`src/rtl/trace_stream_arbiter_if.sv`:
```
// Trace stream arbiter bus bundle.
//   trace_stream_arbiter_pkg : shared AXI stream beat width.
//   trace_stream_arbiter_if  : N AXI-stream trace sources (S_AXIS_*) plus the
//                              merged stream toward the DMA FIFO (M_AXIS_*).
//     modport slave  : arbiter view (consumes S_AXIS, produces M_AXIS)
//     modport master : environment view (produces S_AXIS, consumes M_AXIS)
package trace_stream_arbiter_pkg;
   localparam int AXI_DATA_WIDTH = 32;
endpackage

interface trace_stream_arbiter_if #(
   parameter int NUM_SOURCES = 2,
   parameter int DATA_WIDTH  = trace_stream_arbiter_pkg::AXI_DATA_WIDTH,
   parameter int ID_WIDTH    = 2
);
   logic [NUM_SOURCES-1:0]            S_AXIS_tvalid;
   logic [NUM_SOURCES-1:0]            S_AXIS_tready;
   logic [NUM_SOURCES*DATA_WIDTH-1:0] S_AXIS_tdata;
   logic [NUM_SOURCES-1:0]            S_AXIS_tlast;
   logic                              M_AXIS_tvalid;
   logic                              M_AXIS_tready;
   logic [DATA_WIDTH-1:0]             M_AXIS_tdata;
   logic                              M_AXIS_tlast;
   logic [ID_WIDTH-1:0]               M_AXIS_tid;

   modport slave (
      input  S_AXIS_tvalid, S_AXIS_tdata, S_AXIS_tlast, M_AXIS_tready,
      output S_AXIS_tready, M_AXIS_tvalid, M_AXIS_tdata, M_AXIS_tlast, M_AXIS_tid
   );
   modport master (
      output S_AXIS_tvalid, S_AXIS_tdata, S_AXIS_tlast, M_AXIS_tready,
      input  S_AXIS_tready, M_AXIS_tvalid, M_AXIS_tdata, M_AXIS_tlast, M_AXIS_tid
   );
endinterface

```
`src/rtl/trace_stream_arbiter.sv`:
```
// Trace stream arbiter: merges NUM_SOURCES AXI-stream trace sources into one
// stream, packet-locked round-robin with an optional per-grant burst limit.
// Ports:
//   clk            : single clock, rising edge
//   rst_n          : synchronous active-low reset
//   axis           : trace_stream_arbiter_if.slave (S_AXIS_* in, M_AXIS_* out)
//   source_enable  : mask for new grants (does not end a running grant)
//   max_burst      : beats per grant before forced release, 0 = unlimited
//   grant          : one-hot current owner, zero when idle
// Build option TRACE_STREAM_ARBITER_REGISTERED_OUTPUT_EN: M_AXIS driven from a
// one-entry output register (1-cycle latency) instead of a combinational mux.

// Per-source slice: request qualification, ready steering and AND-OR mux leg.
module trace_stream_arbiter_lane #(
   parameter int DATA_WIDTH = 32
) (
   input  logic                  i_valid,
   input  logic                  i_enable,
   input  logic                  i_grant,
   input  logic                  i_gnt_ready,
   input  logic [DATA_WIDTH-1:0] i_data,
   input  logic                  i_last,
   output logic                  o_req,
   output logic                  o_ready,
   output logic                  o_fire,
   output logic [DATA_WIDTH-1:0] o_data_m,
   output logic                  o_last_m
);
   assign o_req    = i_valid & i_enable;
   assign o_ready  = i_grant & i_gnt_ready;
   assign o_fire   = o_ready & i_valid;
   assign o_data_m = i_grant ? i_data : '0;
   assign o_last_m = i_grant & i_last;
endmodule

module trace_stream_arbiter #(
   parameter int NUM_SOURCES = 2,
   parameter int DATA_WIDTH  = trace_stream_arbiter_pkg::AXI_DATA_WIDTH,
   parameter int ID_WIDTH    = 2
) (
   input  logic                     clk,
   input  logic                     rst_n,
   trace_stream_arbiter_if.slave    axis,
   input  logic [NUM_SOURCES-1:0]   source_enable,
   input  logic [15:0]              max_burst,
   output logic [NUM_SOURCES-1:0]   grant
);
   localparam int IDX_W = (NUM_SOURCES > 1) ? $clog2(NUM_SOURCES) : 1;

   typedef enum logic {ST_IDLE, ST_LOCKED} state_t;

   state_t                 r_state;
   logic [IDX_W-1:0]       r_rr_ptr;
   logic [IDX_W-1:0]       r_gnt_idx;
   logic [15:0]            r_beat_cnt;
   logic [NUM_SOURCES-1:0] r_grant;

   logic [NUM_SOURCES-1:0]                 w_req;
   logic [NUM_SOURCES-1:0]                 w_ready;
   logic [NUM_SOURCES-1:0]                 w_fire;
   logic [NUM_SOURCES-1:0]                 w_last_m;
   logic [NUM_SOURCES-1:0][DATA_WIDTH-1:0] w_data_m;
   logic [DATA_WIDTH-1:0]                  w_data_sel;
   logic                                   w_last_sel;
   logic                                   w_acc;
   logic                                   w_release;
   logic                                   w_gnt_ready;
   logic                                   w_sel_found;
   logic [IDX_W-1:0]                       w_sel_idx;

   for (genvar g = 0; g < NUM_SOURCES; g++) begin : g_lane
      trace_stream_arbiter_lane #(.DATA_WIDTH(DATA_WIDTH)) u_lane (
         .i_valid     (axis.S_AXIS_tvalid[g]),
         .i_enable    (source_enable[g]),
         .i_grant     (r_grant[g]),
         .i_gnt_ready (w_gnt_ready),
         .i_data      (axis.S_AXIS_tdata[g*DATA_WIDTH +: DATA_WIDTH]),
         .i_last      (axis.S_AXIS_tlast[g]),
         .o_req       (w_req[g]),
         .o_ready     (w_ready[g]),
         .o_fire      (w_fire[g]),
         .o_data_m    (w_data_m[g]),
         .o_last_m    (w_last_m[g])
      );
   end

   assign axis.S_AXIS_tready = w_ready;
   assign grant              = r_grant;

   // Grant is one-hot, so the per-lane masked legs can simply be OR-ed.
   always_comb begin
      w_data_sel = '0;
      for (int g = 0; g < NUM_SOURCES; g++) w_data_sel = w_data_sel | w_data_m[g];
   end
   assign w_last_sel = |w_last_m;
   assign w_acc      = |w_fire;

   // Round-robin search starting just after the last packet's owner.
   always_comb begin
      int cand;
      w_sel_found = 1'b0;
      w_sel_idx   = '0;
      cand        = 0;
      for (int k = 1; k <= NUM_SOURCES; k++) begin
         cand = (int'(r_rr_ptr) + k) % NUM_SOURCES;
         if (!w_sel_found && w_req[cand[IDX_W-1:0]]) begin
            w_sel_found = 1'b1;
            w_sel_idx   = cand[IDX_W-1:0];
         end
      end
   end

   // tlast and the burst limit share one release path, so a coinciding
   // pair releases exactly once.
   assign w_release = w_acc &
                      (w_last_sel | ((max_burst != 16'd0) && (r_beat_cnt + 16'd1 == max_burst)));

   always_ff @(posedge clk) begin
      if (!rst_n) begin
         r_state    <= ST_IDLE;
         r_rr_ptr   <= IDX_W'(NUM_SOURCES - 1);
         r_gnt_idx  <= '0;
         r_beat_cnt <= '0;
         r_grant    <= '0;
      end else begin
         case (r_state)
            ST_IDLE: begin
               if (w_sel_found) begin
                  r_state    <= ST_LOCKED;
                  r_gnt_idx  <= w_sel_idx;
                  r_grant    <= NUM_SOURCES'(1) << w_sel_idx;
                  r_beat_cnt <= '0;
               end
            end
            ST_LOCKED: begin
               // source_enable and tvalid gaps are deliberately ignored here:
               // only a released beat ends the grant.
               if (w_acc) begin
                  r_beat_cnt <= r_beat_cnt + 16'd1;
                  if (w_release) begin
                     r_state  <= ST_IDLE;
                     r_grant  <= '0;
                     r_rr_ptr <= r_gnt_idx;
                  end
               end
            end
            default: r_state <= ST_IDLE;
         endcase
      end
   end

`ifdef TRACE_STREAM_ARBITER_REGISTERED_OUTPUT_EN
   logic                  r_out_valid;
   logic [DATA_WIDTH-1:0] r_out_data;
   logic                  r_out_last;
   logic [ID_WIDTH-1:0]   r_out_id;

   // Skid-free one-entry stage: refill in the same cycle it drains.
   assign w_gnt_ready = ~r_out_valid | axis.M_AXIS_tready;

   always_ff @(posedge clk) begin
      if (!rst_n) begin
         r_out_valid <= 1'b0;
         r_out_data  <= '0;
         r_out_last  <= 1'b0;
         r_out_id    <= '0;
      end else if (w_acc) begin
         r_out_valid <= 1'b1;
         r_out_data  <= w_data_sel;
         r_out_last  <= w_last_sel;
         r_out_id    <= ID_WIDTH'(r_gnt_idx);
      end else if (axis.M_AXIS_tready) begin
         r_out_valid <= 1'b0;
      end
   end

   assign axis.M_AXIS_tvalid = r_out_valid;
   assign axis.M_AXIS_tdata  = r_out_data;
   assign axis.M_AXIS_tlast  = r_out_last;
   assign axis.M_AXIS_tid    = r_out_id;
`else
   assign w_gnt_ready        = axis.M_AXIS_tready;
   assign axis.M_AXIS_tvalid = |(axis.S_AXIS_tvalid & r_grant);
   assign axis.M_AXIS_tdata  = w_data_sel;
   assign axis.M_AXIS_tlast  = w_last_sel;
   assign axis.M_AXIS_tid    = (r_state == ST_LOCKED) ? ID_WIDTH'(r_gnt_idx) : '0;
`endif

endmodule
```
`src/flat_wrapper.sv`:
```
// flat-port wrapper written by rule: the top's interface ports become plain ports
module trace_stream_arbiter_flat 
#(
   parameter int NUM_SOURCES = 2,
   parameter int DATA_WIDTH  = trace_stream_arbiter_pkg::AXI_DATA_WIDTH,
   parameter int ID_WIDTH    = 2
)
  (clk, rst_n, source_enable, max_burst, grant, axis_S_AXIS_tvalid, axis_S_AXIS_tdata, axis_S_AXIS_tlast, axis_M_AXIS_tready, axis_S_AXIS_tready, axis_M_AXIS_tvalid, axis_M_AXIS_tdata, axis_M_AXIS_tlast, axis_M_AXIS_tid);
  trace_stream_arbiter_if #(.NUM_SOURCES(NUM_SOURCES), .DATA_WIDTH(DATA_WIDTH), .ID_WIDTH(ID_WIDTH)) axis_i ();
  input  logic clk;
  input  logic rst_n;
  input  logic [NUM_SOURCES-1:0] source_enable;
  input  logic [15:0] max_burst;
  output logic [NUM_SOURCES-1:0] grant;
  input wire logic [$bits(axis_i.S_AXIS_tvalid)-1:0] axis_S_AXIS_tvalid;
  input wire logic [$bits(axis_i.S_AXIS_tdata)-1:0] axis_S_AXIS_tdata;
  input wire logic [$bits(axis_i.S_AXIS_tlast)-1:0] axis_S_AXIS_tlast;
  input wire logic [$bits(axis_i.M_AXIS_tready)-1:0] axis_M_AXIS_tready;
  output wire logic [$bits(axis_i.S_AXIS_tready)-1:0] axis_S_AXIS_tready;
  output wire logic [$bits(axis_i.M_AXIS_tvalid)-1:0] axis_M_AXIS_tvalid;
  output wire logic [$bits(axis_i.M_AXIS_tdata)-1:0] axis_M_AXIS_tdata;
  output wire logic [$bits(axis_i.M_AXIS_tlast)-1:0] axis_M_AXIS_tlast;
  output wire logic [$bits(axis_i.M_AXIS_tid)-1:0] axis_M_AXIS_tid;
  assign axis_i.S_AXIS_tvalid = axis_S_AXIS_tvalid;
  assign axis_i.S_AXIS_tdata = axis_S_AXIS_tdata;
  assign axis_i.S_AXIS_tlast = axis_S_AXIS_tlast;
  assign axis_i.M_AXIS_tready = axis_M_AXIS_tready;
  assign axis_S_AXIS_tready = axis_i.S_AXIS_tready;
  assign axis_M_AXIS_tvalid = axis_i.M_AXIS_tvalid;
  assign axis_M_AXIS_tdata = axis_i.M_AXIS_tdata;
  assign axis_M_AXIS_tlast = axis_i.M_AXIS_tlast;
  assign axis_M_AXIS_tid = axis_i.M_AXIS_tid;
  trace_stream_arbiter #(.NUM_SOURCES(NUM_SOURCES), .DATA_WIDTH(DATA_WIDTH), .ID_WIDTH(ID_WIDTH)) u_core (.clk(clk), .rst_n(rst_n), .axis(axis_i), .source_enable(source_enable), .max_burst(max_burst), .grant(grant));
endmodule
```
`config.mk`:
```
export PLATFORM = sky130hd
export DESIGN_NAME = trace_stream_arbiter_flat
export DESIGN_NICKNAME = d
export VERILOG_FILES = /design/src/rtl/trace_stream_arbiter_if.sv /design/src/rtl/trace_stream_arbiter.sv /design/src/flat_wrapper.sv
export SDC_FILE = /design/constraint.sdc
export NUM_CORES = 1
export LEC_CHECK = 0
export BUFFER_PORTS_ARGS = -buffer_cell sky130_fd_sc_hd__buf_2
export CORE_MARGIN = 5
export CORE_UTILIZATION = 45
export DETAILED_ROUTE_END_ITERATION = 10
export HOLD_SLACK_MARGIN = 0.06
export PLACE_DENSITY = 0.86
export SYNTH_ARGS = -nofsm -noshare
export SYNTH_HDL_FRONTEND = slang
export SYNTH_SLANG_ARGS = --single-unit
export TNS_END_PERCENT = 10
```
`constraint.sdc`:
```
create_clock -name clk -period 7.2 [get_ports clk]
set_clock_uncertainty 0.1 [all_clocks]
set_input_delay 0.72 -clock clk [delete_from_list [all_inputs] [get_ports clk]]
set_output_delay 0.72 -clock clk [all_outputs]
set_load 0.005 [all_outputs]
```
==> results of run 1 <==
==> worst max path at each step <==
stage / from / to / slack [ps]
final: u_core.grant[1]$_SDFFE_PN0P_ / u_core.grant[0]$_SDFFE_PN0P_ / 3850
after global routing: u_core.grant[1]$_SDFFE_PN0P_ / u_core.grant[0]$_SDFFE_PN0P_ / 3720
after CTS: u_core.grant[1]$_SDFFE_PN0P_ / u_core.grant[0]$_SDFFE_PN0P_ / 3930
after detailed placement: u_core.grant[1]$_SDFFE_PN0P_ / u_core.grant[0]$_SDFFE_PN0P_ / 3980
after global placement: u_core.grant[1]$_SDFFE_PN0P_ / u_core.grant[0]$_SDFFE_PN0P_ / 4110
after floorplan: u_core.r_beat_cnt[4]$_SDFFE_PN0P_ / u_core.grant[0]$_SDFFE_PN0P_ / 4740
==> cell type report <==
class | count | area, µm² | area share
Multi-Input combinational cell | 203 | 1335 | 0.5301
Timing Repair Buffer | 127 | 635.6 | 0.2524
Sequential cell | 21 | 420.4 | 0.1669
Tap cell | 50 | 62.56 | 0.02484
Clock buffer | 3 | 41.29 | 0.01639
Inverter | 5 | 18.77 | 0.007452
Clock inverter | 1 | 5.005 | 0.001987
==> worst reg2reg max path: cells and delay by family, from the launching register on <==
family	cells	cell delay [ps]
compound gates	2	570
simple gates	5	1490
flops	1	1090
==> through the flow <==
step                utilization  hold WS, ps  area, µm²
global route             0.6252        436.6       2519
floorplan                     -        349.7       1873
finish                   0.6252        393.6       2519
global placement         0.6137        367.4       2472
CTS                      0.6252        400.1       2519
detailed placement       0.6137        396.4       2472
==> layout by cell type (no fill, tap or decap), drive strengths merged, types with 2 or more instances in the layout <==
| cell | n |
|---|---|
| clkbuf | 3 |
| nor4 | 9 |
| buf | 127 |
| inv | 4 |
| nand4 | 7 |
| and2 | 6 |
| o21ai | 9 |
| xnor2 | 12 |
| or3 | 2 |
| a22o | 35 |
| or4 | 3 |
| and3 | 4 |
| nand3 | 9 |
| nand2b | 6 |
| nand3b | 2 |
| xor2 | 7 |
| a22oi | 3 |
| clkinv | 2 |
| nand2 | 21 |
| a21oi | 13 |
| a31oi | 3 |
| o211a | 2 |
| a311oi | 3 |
| nor3 | 9 |
| dfxtp | 21 |
| nor2 | 26 |
==> sequential cells by signal (all words and copies together), names as in the netlist <==
register	count
u_core.r_beat_cnt	16
u_core.grant	2
u_core.r_gnt_idx	1
u_core.r_rr_ptr	1
u_core.r_state	1
==> logic make-up (layout without fill, tap and decap cells) <==
group / after synthesis / count (layout) / synth area share
multiplexers: 2 / 2 / 0.01336
XOR/XNOR: 19 / 19 / 0.08884
adder cells (fa/ha/maj): 1 / 1 / 0.006679
other: 1 / 1 / 0.002002
AO/OA/AOI/OAI: 75 / 75 / 0.3039
flip-flops: 21 / 21 / 0.2244
buffers and inverters: 26 / 136 / 0.06279
AND/OR/NAND/NOR: 105 / 105 / 0.2979
==> cells in the mapped netlist, types with 6 or more instances <==
cell,n,area [µm²]
a21oi_1,13,65.06
nand2b_1,6,37.54
a22o_1,34,297.8
xor2_1,7,61.31
o21ai_0,9,45.04
clkbuf_1,15,56.30
nor4_1,9,56.30
nand2_1,21,78.83
dfxtp_1,21,420.4
nor2_1,26,97.59
nor3_1,9,45.04
nand3_1,9,45.04
xnor2_1,12,105.1
==> per-layer routing <==
metal  global-route usage  wire length, µm  up-vias
met5                    0               13        -
met4              0.05336               59        2
met3              0.07568              592        8
met2               0.3678             3311      106
met1               0.3225             2765     1102
li1                     -                -     1151
==> power by group <==
part           total, mW  leakage, nW  switching, mW  internal [mW]
logic             0.0809         1.03         0.0359         0.0450
clock network     0.0789       0.0255         0.0403         0.0386
registers          0.125        0.170        0.00778          0.118
==> key figures, run 1 <==
Outcome
  – Status: complete, no violations

Clocking
  – CTS clock-pin slew for the worst setup and hold paths: 80 ps
  – # clock sinks: 21
  – Quantity of gates resized following cts: 0
  – CTS Buf Count: 3
  – Hold_buf cts: 0
  – CTS tree: built
  – CTS H-tree lvls: 1
  – Post-CTS repair timing setup buffer count: 0
  – Clock latency on the worst-skew pair: 260 ps
  – Clk buf depth: 2
  – Root buffer cell: clkbuf_8

Setup path
  – Reg-to-reg critical path startpoint: u_core.grant[1]$_SDFFE_PN0P_
  – Crit-path max FO: 37
  – CP bufs+invs: 0
  – Worst path max stage delay: 1090 ps
  – CP delay by family, top: simple AND/OR/NAND/NOR gates
  – Cell mode on critical path: nand4_1
  – Slowest-stage cell, CP: dfxtp_1
  – Critical R2R Capture: u_core.grant[0]$_SDFFE_PN0P_
  – CP Launch Type: flop
  – Worst path depth: 7
  – Critical path class: flop to flop
  – Worst Path Arrival: 3410 ps
  – Worst setup EP type: flop
  – Critical Path RT: 7260 ps
  – Register-to-register setup slack: 3850 ps
  – Worst R2R Path Depth: 7
  – Crit-path cells: a22o_1 -> and3_1 -> nand4_1 -> nor4_1 -> nand4_1 -> and2_4 -> a41o_1

Place
  – I/O Buffers: 127
  – Placement Setup Slack: 3982 ps
  – Gpl congestion: 0.8558
  – Placed cells: 406
  – HPWL after DPL: 5368 µm

Synthesis
  – Synthesized Nets: 340
  – Cell area after synthesis: 1873 µm²
  – Cells after Synth: 250
  – Most used DFF post-synth: dfxtp_1
  – Register area share after synthesis: 0.2244
  – FF+latch count, synth: 21
  – Netlist cell types: 46
  – Post-synthesis async set-or-reset flop share: 0
  – Number of synthesized flops with an enable pin: 0
  – Ys Warns: 0
  – Avg Inst Size Synth: 7.492 µm²

Pwr
  – Maximum vdd drop: 0.08642 mV
  – Pleak: 1.227 nW
  – Power Total: 0.2852 mW
  – Pwr per Cell Area: 113.2 nW/µm²

Min path
  – Min-delay src: u_core.r_gnt_idx$_SDFFE_PN0P_
  – Hold crit path type: flop to flop
  – Hold EP: u_core.r_rr_ptr$_SDFFE_PN1P_
  – Hold Path Stages: 2

Cells and area
  – Nets: 451
  – Final cell count without fillers: 410
  – N_diodes: 0
  – Fillers: 386
  – Syn-to-layout area delta: 34.47%
  – Layout cell share with drive strength beyond 1: 0.3972

Die
  – Top Ports: 129
  – # rows: 23
  – Core Footprint: 4029 µm²
  – Die height: 74.52 µm
  – Die span in x: 74.52 µm
  – Starting Density: 0.4649
  – Die Area: 5552 µm²

Global route
  – Vias in the first global route: 2288
  – Overflow after GRT: 0
  – First-pass GRT wire length: 10520 µm
  – Total GRT Usage: 0.2374
  – Initial antenna violation count: 1
  – Largest net degree at the start of global routing: 38

STA
  – Slew @ Worst Pin: 1156 ps
  – Fmax: 0.2989 GHz
  – Slew headroom: 0.2284
  – RSZ-0062 raised after global routing: false
  – Final Hold Vio Count: 0
  – Final WS setup: 3855 ps
  – Setup Total Neg Slack: 0 ps
  – # setup viols final: 0
  – Tmin final: 3345 ps
  – Pins over their slew limit: 0
  – Final period utilization: 0.4646

Route
  – TritonRoute pass-1 iters: 5
  – DR DRC count: 0
  – Initial DRC Count: 240
  – DR WL/cell: 16.45 µm
  – Vias: 2369
  – Routed wire length: 6743 µm
  – Vias/cell: 5.778
  – Antenna Violating Nets Remaining: 0

Flow run
  – Max_cap viols: 0
Note: power is estimated with default switching activity, not from simulation.
==> inputs of run 2 (changes only) <==
Settings changed: CORE_UTILIZATION 45 to 38, PLACE_DENSITY 0.86 to 0.78.
Clock period 7.2 ns to 2.8 ns, I/O delays scaled along.
==> key figures, run 2 (synthesized netlist as in run 1, its figures left out) <==
Clocking
  – Clock latency on the worst-skew pair: 260 ps (about the same)
  – CTS tree: built
  – Clk buf depth: 2 (unchanged)
  – CTS clock-pin slew for the worst setup and hold paths: 80 ps (about the same)
  – CTS H-tree lvls: 1 (unchanged)
  – CTS Buf Count: 3 (unchanged)
  – # clock sinks: 21 (unchanged)
  – Hold_buf cts: 0 (unchanged)
  – Root buffer cell: clkbuf_8

Global route
  – Initial antenna violation count: 1 (unchanged)
  – Largest net degree at the start of global routing: 37 (-2.6%)
  – Overflow after GRT: 0 (unchanged)
  – Vias in the first global route: 2159 (-5.6%)
  – Total GRT Usage: 0.2003 (-0.03707)
  – First-pass GRT wire length: 10380 µm (-1.3%)

Setup path
  – Crit-path max FO: 8 (-78%)
  – Critical Path RT: 2850 ps (-4410 ps)
  – Worst setup EP type: flop
  – Worst Setup SP: u_core.r_beat_cnt[3]$_SDFFE_PN0P_
  – Register-to-register setup slack: 150 ps (-3710 ps)
  – Worst R2R Path Depth: 7 (unchanged)
  – CP Launch Type: flop
  – Worst Path Arrival: 2710 ps (-700 ps)
  – Critical path class: flop to flop
  – Reg-to-reg critical path startpoint: u_core.r_beat_cnt[3]$_SDFFE_PN0P_
  – Critical R2R Capture: u_core.grant[0]$_SDFFE_PN0P_
  – Crit path to: u_core.grant[0]$_SDFFE_PN0P_

Cells and area
  – Commonest non-fill, non-tap cell in the layout: buf_2
  – Post-Route Utilization: 0.5437 (-0.08147)
  – Layout cell share with drive strength beyond 1: 0.4071 (+0.009882)
  – N_diodes: 0 (unchanged)
  – Max FFs per register: 16 (unchanged)
  – Syn-to-layout area delta: 38.01%
  – Reg with most FFs: u_core.r_beat_cnt
  – Fillers: 460 (+19%)
  – Commonest cells after routing, fill and taps aside: buf_2, a22o_1, nor2_1
  – Cell area after layout: 2585 µm² (+2.6%)
  – Nets: 457 (+1.3%)

STA
  – Final Hold Vio Count: 0 (unchanged)
  – Setup Total Neg Slack: 0 ps (unchanged)
  – Tmin final: 2652 ps (-692.9 ps)
  – Slew headroom: 0.6001 (+0.3717)
  – Slew @ Worst Pin: 596.1 ps (-559.7 ps)
  – RSZ-0062 raised after global routing: false
  – Fmax: 0.3770 GHz (+26%)
  – # setup viols final: 0 (unchanged)
  – Pins over their slew limit: 0 (unchanged)
  – Final period utilization: 0.9473 (+0.4827)

Min path
  – Hold Path Stages: 2 (unchanged)
  – Hold crit path type: input port to flop

Die
  – Die height: 80.21 µm (+7.6%)
  – Starting Density: 0.3939 (-0.07096)
  – Die span in x: 80.21 µm (+7.6%)
  – Core Footprint: 4755 µm² (+18%)
  – Top Ports: 129 (unchanged)
  – # rows: 25 (+8.7%)
  – Die Area: 6433 µm² (+16%)

Pwr
  – Pwr per Cell Area: 283.6 nW/µm² (+150%)
  – Maximum vdd drop: 0.3587 mV (+310%)
  – Pleak: 1.255 nW (+2.3%)
  – Power Total: 0.7331 mW (+160%)

Place
  – Cell Area, Placed: 2539 µm² (+2.7%)
  – I/O Buffers: 127 (unchanged)
  – Gpl congestion: 0.8643 (+0.99%)
  – HPWL after DPL: 5461 µm (+1.7%)

Route
  – Vias/cell: 5.379 (-6.9%)
  – TritonRoute pass-1 iters: 4 (-1)
  – DR WL/cell: 15.65 µm (-4.8%)
  – Antenna Violating Nets Remaining: 0 (unchanged)
  – Vias: 2329 (-1.7%)
  – Initial DRC Count: 165 (-31%)
  – DR DRC count: 0 (unchanged)
  – Routed wire length: 6778 µm (+0.52%)

Outcome
  – Status: complete, no violations

Flow run
  – Max_cap viols: 0 (unchanged)
-- run 2: worst min-delay path by stage --
stage | from | endpoint | slack (ps)
2_1_floorplan | rst_n | u_core.r_state$_SDFF_PN0_ | 310
3_3_place_gp | u_core.r_gnt_idx$_SDFFE_PN0P_ | u_core.r_rr_ptr$_SDFFE_PN1P_ | 370
3_5_place_dp | u_core.r_gnt_idx$_SDFFE_PN0P_ | u_core.r_rr_ptr$_SDFFE_PN1P_ | 360
4_1_cts | rst_n | u_core.r_state$_SDFF_PN0_ | 190
5_1_grt | rst_n | u_core.r_state$_SDFF_PN0_ | 190
6_report | rst_n | u_core.r_state$_SDFF_PN0_ | 190
-- run 2: cell type report --
type	instances	area, µm²	area share
clock buffer	4	45.04	0.01742
tap	67	83.83	0.03243
inverter	5	18.77	0.007260
timing repair buffer	133	680.7	0.2633
sequential	21	421.7	0.1631
multi-input combinational	203	1335	0.5165
-- run 2: power breakdown --
part	switching [mW]	leakage (nW)	total [mW]	internal, mW
clock	0.0971	0.0228	0.198	0.101
combinational	0.110	1.06	0.228	0.118
sequential	0.00383	0.170	0.306	0.303
total	0.211	1.26	0.733	0.522
-- run 2: stage by stage --
| step | hold slack, ps | cells | setup WS (ps) |
|---|---|---|---|
| after floorplan | 313.4 | 250 | 336.2 |
| after global placement | 367.4 | 429 | 254.2 |
| after detailed placement | 364.7 | 429 | 198.2 |
| after CTS | 186.1 | 433 | 181.4 |
| after global routing | 188.8 | 433 | 9.290 |
| final | 192.3 | 433 | 147.6 |
-- run 2: critical path, stage by stage, from the launching register on --
cell and delay [ps]:
dfxtp_1 490, nand4_4 190, or4_2 690, xnor2_1 160, nor4_1 310, nand4_1 180
and2_4 200, a41o_1 220
-- run 2: what timing repair did --
item	4_1_cts	5_1_grt
hold endpoints to repair	0	0
resized for setup	0	1
endpoints found under the setup margin	0	1
buffers inserted	0	0
-- run 2: metal layers --
| layer | part of all wire | vias up | GRT usage | routed length, µm |
|---|---|---|---|---|
| li1 | - | 1162 | - | - |
| met1 | 0.40 | 1072 | 0.2611 | 2737 |
| met2 | 0.50 | 87 | 0.3328 | 3392 |
| met3 | 0.085 | 6 | 0.05045 | 576 |
| met4 | 0.0075 | 2 | 0.04054 | 51 |
| met5 | 0.0030 | - | 0 | 20 |
==> inputs of run 3 (changes only) <==
Clock period 2.8 ns to 2.4 ns, I/O delays scaled along.
==> key figures, run 3 (synthesized netlist as in run 1, its figures left out) <==
Route
  – Vias: 2472 (+6.1%)
  – TritonRoute pass-1 iters: 4 (unchanged)
  – Routed wire length: 7178 µm (+5.9%)
  – Antenna Violating Nets Remaining: 0 (unchanged)
  – DR DRC count: 0 (unchanged)
  – Initial DRC Count: 198 (+20%)
  – Vias/cell: 5.493 (+2.1%)
  – DR WL/cell: 15.95 µm (+1.9%)

STA
  – Final Hold Vio Count: 0 (unchanged)
  – # setup viols final: 0 (unchanged)
  – Pins over their slew limit: 0 (unchanged)
  – Final period utilization: 0.9731 (+0.02583)
  – Fmax: 0.4282 GHz (+14%)
  – Tmin final: 2335 ps (-316.9 ps)
  – Setup Total Neg Slack: 0 ps (unchanged)

Setup path
  – Critical path class: flop to flop
  – Crit-path cells: buf_4 -> nand3_2 -> buf_4 -> nor3_1 -> xnor2_1 -> nor4_1 -> nand4_1 -> and2_4 -> a41o_1
  – Register-to-register setup slack: 60 ps (-80 ps)
  – Critical R2R Capture: u_core.grant[0]$_SDFFE_PN0P_
  – Critical Path RT: 2470 ps (-380 ps)
  – Crit-path max FO: 7 (-1)
  – Slowest-stage cell, CP: dfxtp_4
  – CP bufs+invs: 2 (+2)
  – Worst setup EP type: flop
  – Worst R2R Path Depth: 9 (+2)
  – CP delay by family, top: simple AND/OR/NAND/NOR gates
  – Worst Path Arrival: 2400 ps (-310 ps)
  – CP Launch Type: flop
  – Cell mode on critical path: buf_4
  – Reg-to-reg critical path startpoint: u_core.r_beat_cnt[0]$_SDFFE_PN0P_
  – Worst path max stage delay: 380 ps (-310 ps)

Die
  – Starting Density: 0.3939 (unchanged)
  – Die Area: 6433 µm² (unchanged)
  – Die span in x: 80.21 µm (unchanged)
  – Die height: 80.21 µm (unchanged)
  – Core Footprint: 4755 µm² (unchanged)
  – # rows: 25 (unchanged)
  – Top Ports: 129 (unchanged)

Clocking
  – Root buffer cell: clkbuf_8
  – Clock latency on the worst-skew pair: 270 ps (about the same)
  – CTS clock-pin slew for the worst setup and hold paths: 80 ps (about the same)
  – # clock sinks: 21 (unchanged)
  – CTS tree: built
  – Clk buf depth: 2 (unchanged)
  – CTS Buf Count: 3 (unchanged)
  – CTS H-tree lvls: 1 (unchanged)

Global route
  – Total GRT Usage: 0.2036 (+0.003269)
  – Overflow after GRT: 0 (unchanged)
  – First-pass GRT wire length: 10460 µm (+0.80%)
  – Initial antenna violation count: 0 (-1)
  – Largest net degree at the start of global routing: 37 (unchanged)
  – Vias in the first global route: 2257 (+4.5%)

Pwr
  – Combinational share of power: 0.311 (about the same)
  – Switching part of the total: 0.2998 (+0.01141)
  – Reg power frac: 0.410 (-0.008)
  – P_int: 0.6050 mW (+16%)
  – Pleak: 1.356 nW (+8.1%)
  – Maximum vdd drop: 0.3302 mV (-7.9%)
  – Pwr per Cell Area: 311.9 nW/µm² (+10%)
  – Sw Pwr: 0.2590 mW (+23%)
  – Clk pwr share: 0.278 (+0.007)

Min path
  – Hold Path Stages: 2 (unchanged)
  – Min-delay src: rst_n
  – Hold EP: u_core.r_state$_SDFF_PN0_
  – Hold crit path type: input port to flop

Cells and area
  – Commonest non-fill, non-tap cell in the layout: buf_2
  – Final cell count without fillers: 450 (+3.9%)
  – Max FFs per register: 16 (unchanged)
  – Nets: 474 (+3.7%)
  – Commonest cells after routing, fill and taps aside: buf_2, a22o_1, nor2_1
  – N_diodes: 0 (unchanged)
  – Syn-to-layout area delta: 47.90%
  – Layout cell share with drive strength beyond 1: 0.4700 (+0.06287)
  – Reg with most FFs: u_core.r_beat_cnt

Flow run
  – Max_cap viols: 0 (unchanged)

Place
  – I/O Buffers: 127 (unchanged)
  – HPWL after DPL: 5745 µm (+5.2%)
  – Gpl congestion: 0.9216 (+6.6%)
  – Placed cells: 444 (+3.5%)

Outcome
  – Status: complete, no violations
-- run 3: cell types whose count changed in the layout (fill, tap and decap cells not counted), moves of 3 or more --
cell     previous run  this run
buf_4               6        23
dfxtp_1            20        11
dfxtp_2             1         7
dfxtp_4             0         3
-- run 3: power groups by stage --
| stage | clock (mW) | combinational [mW] | sequential, mW |
|---|---|---|---|
| after global placement | 0 | 0.261 | 0.365 |
| after global routing | 0.256 | 0.293 | 0.355 |
| after CTS | 0.243 | 0.267 | 0.358 |
| after detailed placement | 0 | 0.266 | 0.366 |
| final | 0.241 | 0.269 | 0.355 |
| after floorplan | 0 | 0.125 | 0.364 |
-- run 3: worst register-to-register path, stage by stage (launching register included) --
cell and delay, ps:
dfxtp_4 380, buf_4 120, nand3_2 70, buf_4 170
nor3_1 340, xnor2_1 130, nor4_1 330, nand4_1 170
and2_4 200, a41o_1 230
-- run 3: metal layers --
| layer | wire, µm | GRT usage | part of all wire |
|---|---|---|---|
| met5 | 0 | 0 | 0 |
| met4 | 168 | 0.07432 | 0.023 |
| met3 | 535 | 0.03812 | 0.075 |
| met2 | 3568 | 0.3262 | 0.50 |
| met1 | 2905 | 0.2701 | 0.40 |
-- run 3: how the worst max path moves through the flow --
| stage | startpoint | end | cells after the start |
|---|---|---|---|
| finish | u_core.r_beat_cnt[0]$_SDFFE_PN0P_ | u_core.grant[0]$_SDFFE_PN0P_ | 9 |
| global route | u_core.r_beat_cnt[0]$_SDFFE_PN0P_ | u_core.grant[0]$_SDFFE_PN0P_ | 9 |
| floorplan | u_core.r_beat_cnt[0]$_SDFFE_PN0P_ | u_core.grant[0]$_SDFFE_PN0P_ | 8 |
| global placement | u_core.r_beat_cnt[1]$_SDFFE_PN0P_ | u_core.grant[0]$_SDFFE_PN0P_ | 8 |
| detailed placement | u_core.r_beat_cnt[1]$_SDFFE_PN0P_ | u_core.grant[0]$_SDFFE_PN0P_ | 8 |
| CTS | u_core.r_beat_cnt[0]$_SDFFE_PN0P_ | u_core.grant[0]$_SDFFE_PN0P_ | 8 |
-- run 3: per-stage QoR --
step           cell area [µm²]    util  hold WS [ps]  worst slack [ps]  power [mW]
5_1_grt                   2770  0.5826         150.8            -48.12      0.9038
4_1_cts                   2709  0.5697         142.1             4.239      0.8677
2_1_floorplan             1881       -         273.4            0.4698      0.4897
6_report                  2770  0.5826         148.4             64.53      0.8640
3_3_place_gp              2659  0.5592         366.4             33.07      0.6265
3_5_place_dp              2659  0.5592         411.3            -34.89      0.6324
-- run 3: repair_timing --
item / CTS / global route
pin swaps: 0 / 3
endpoints found under the hold margin: 0 / 0
hold buffers: 0 / 0
buffers inserted: 0 / 2
cloned: 0 / 0
endpoints found under the setup margin: 2 / 3
resized for setup: 2 / 16
-- run 3: final cells by class --
type                       instances  area (µm²)
fill                             470        1984
multi-input combinational        203        1373
timing repair buffer             150       808.3
sequential                        21       440.4
tap                               67       83.83
clock buffer                       3       41.29
inverter                           5       18.77
clock inverter                     1       5.005
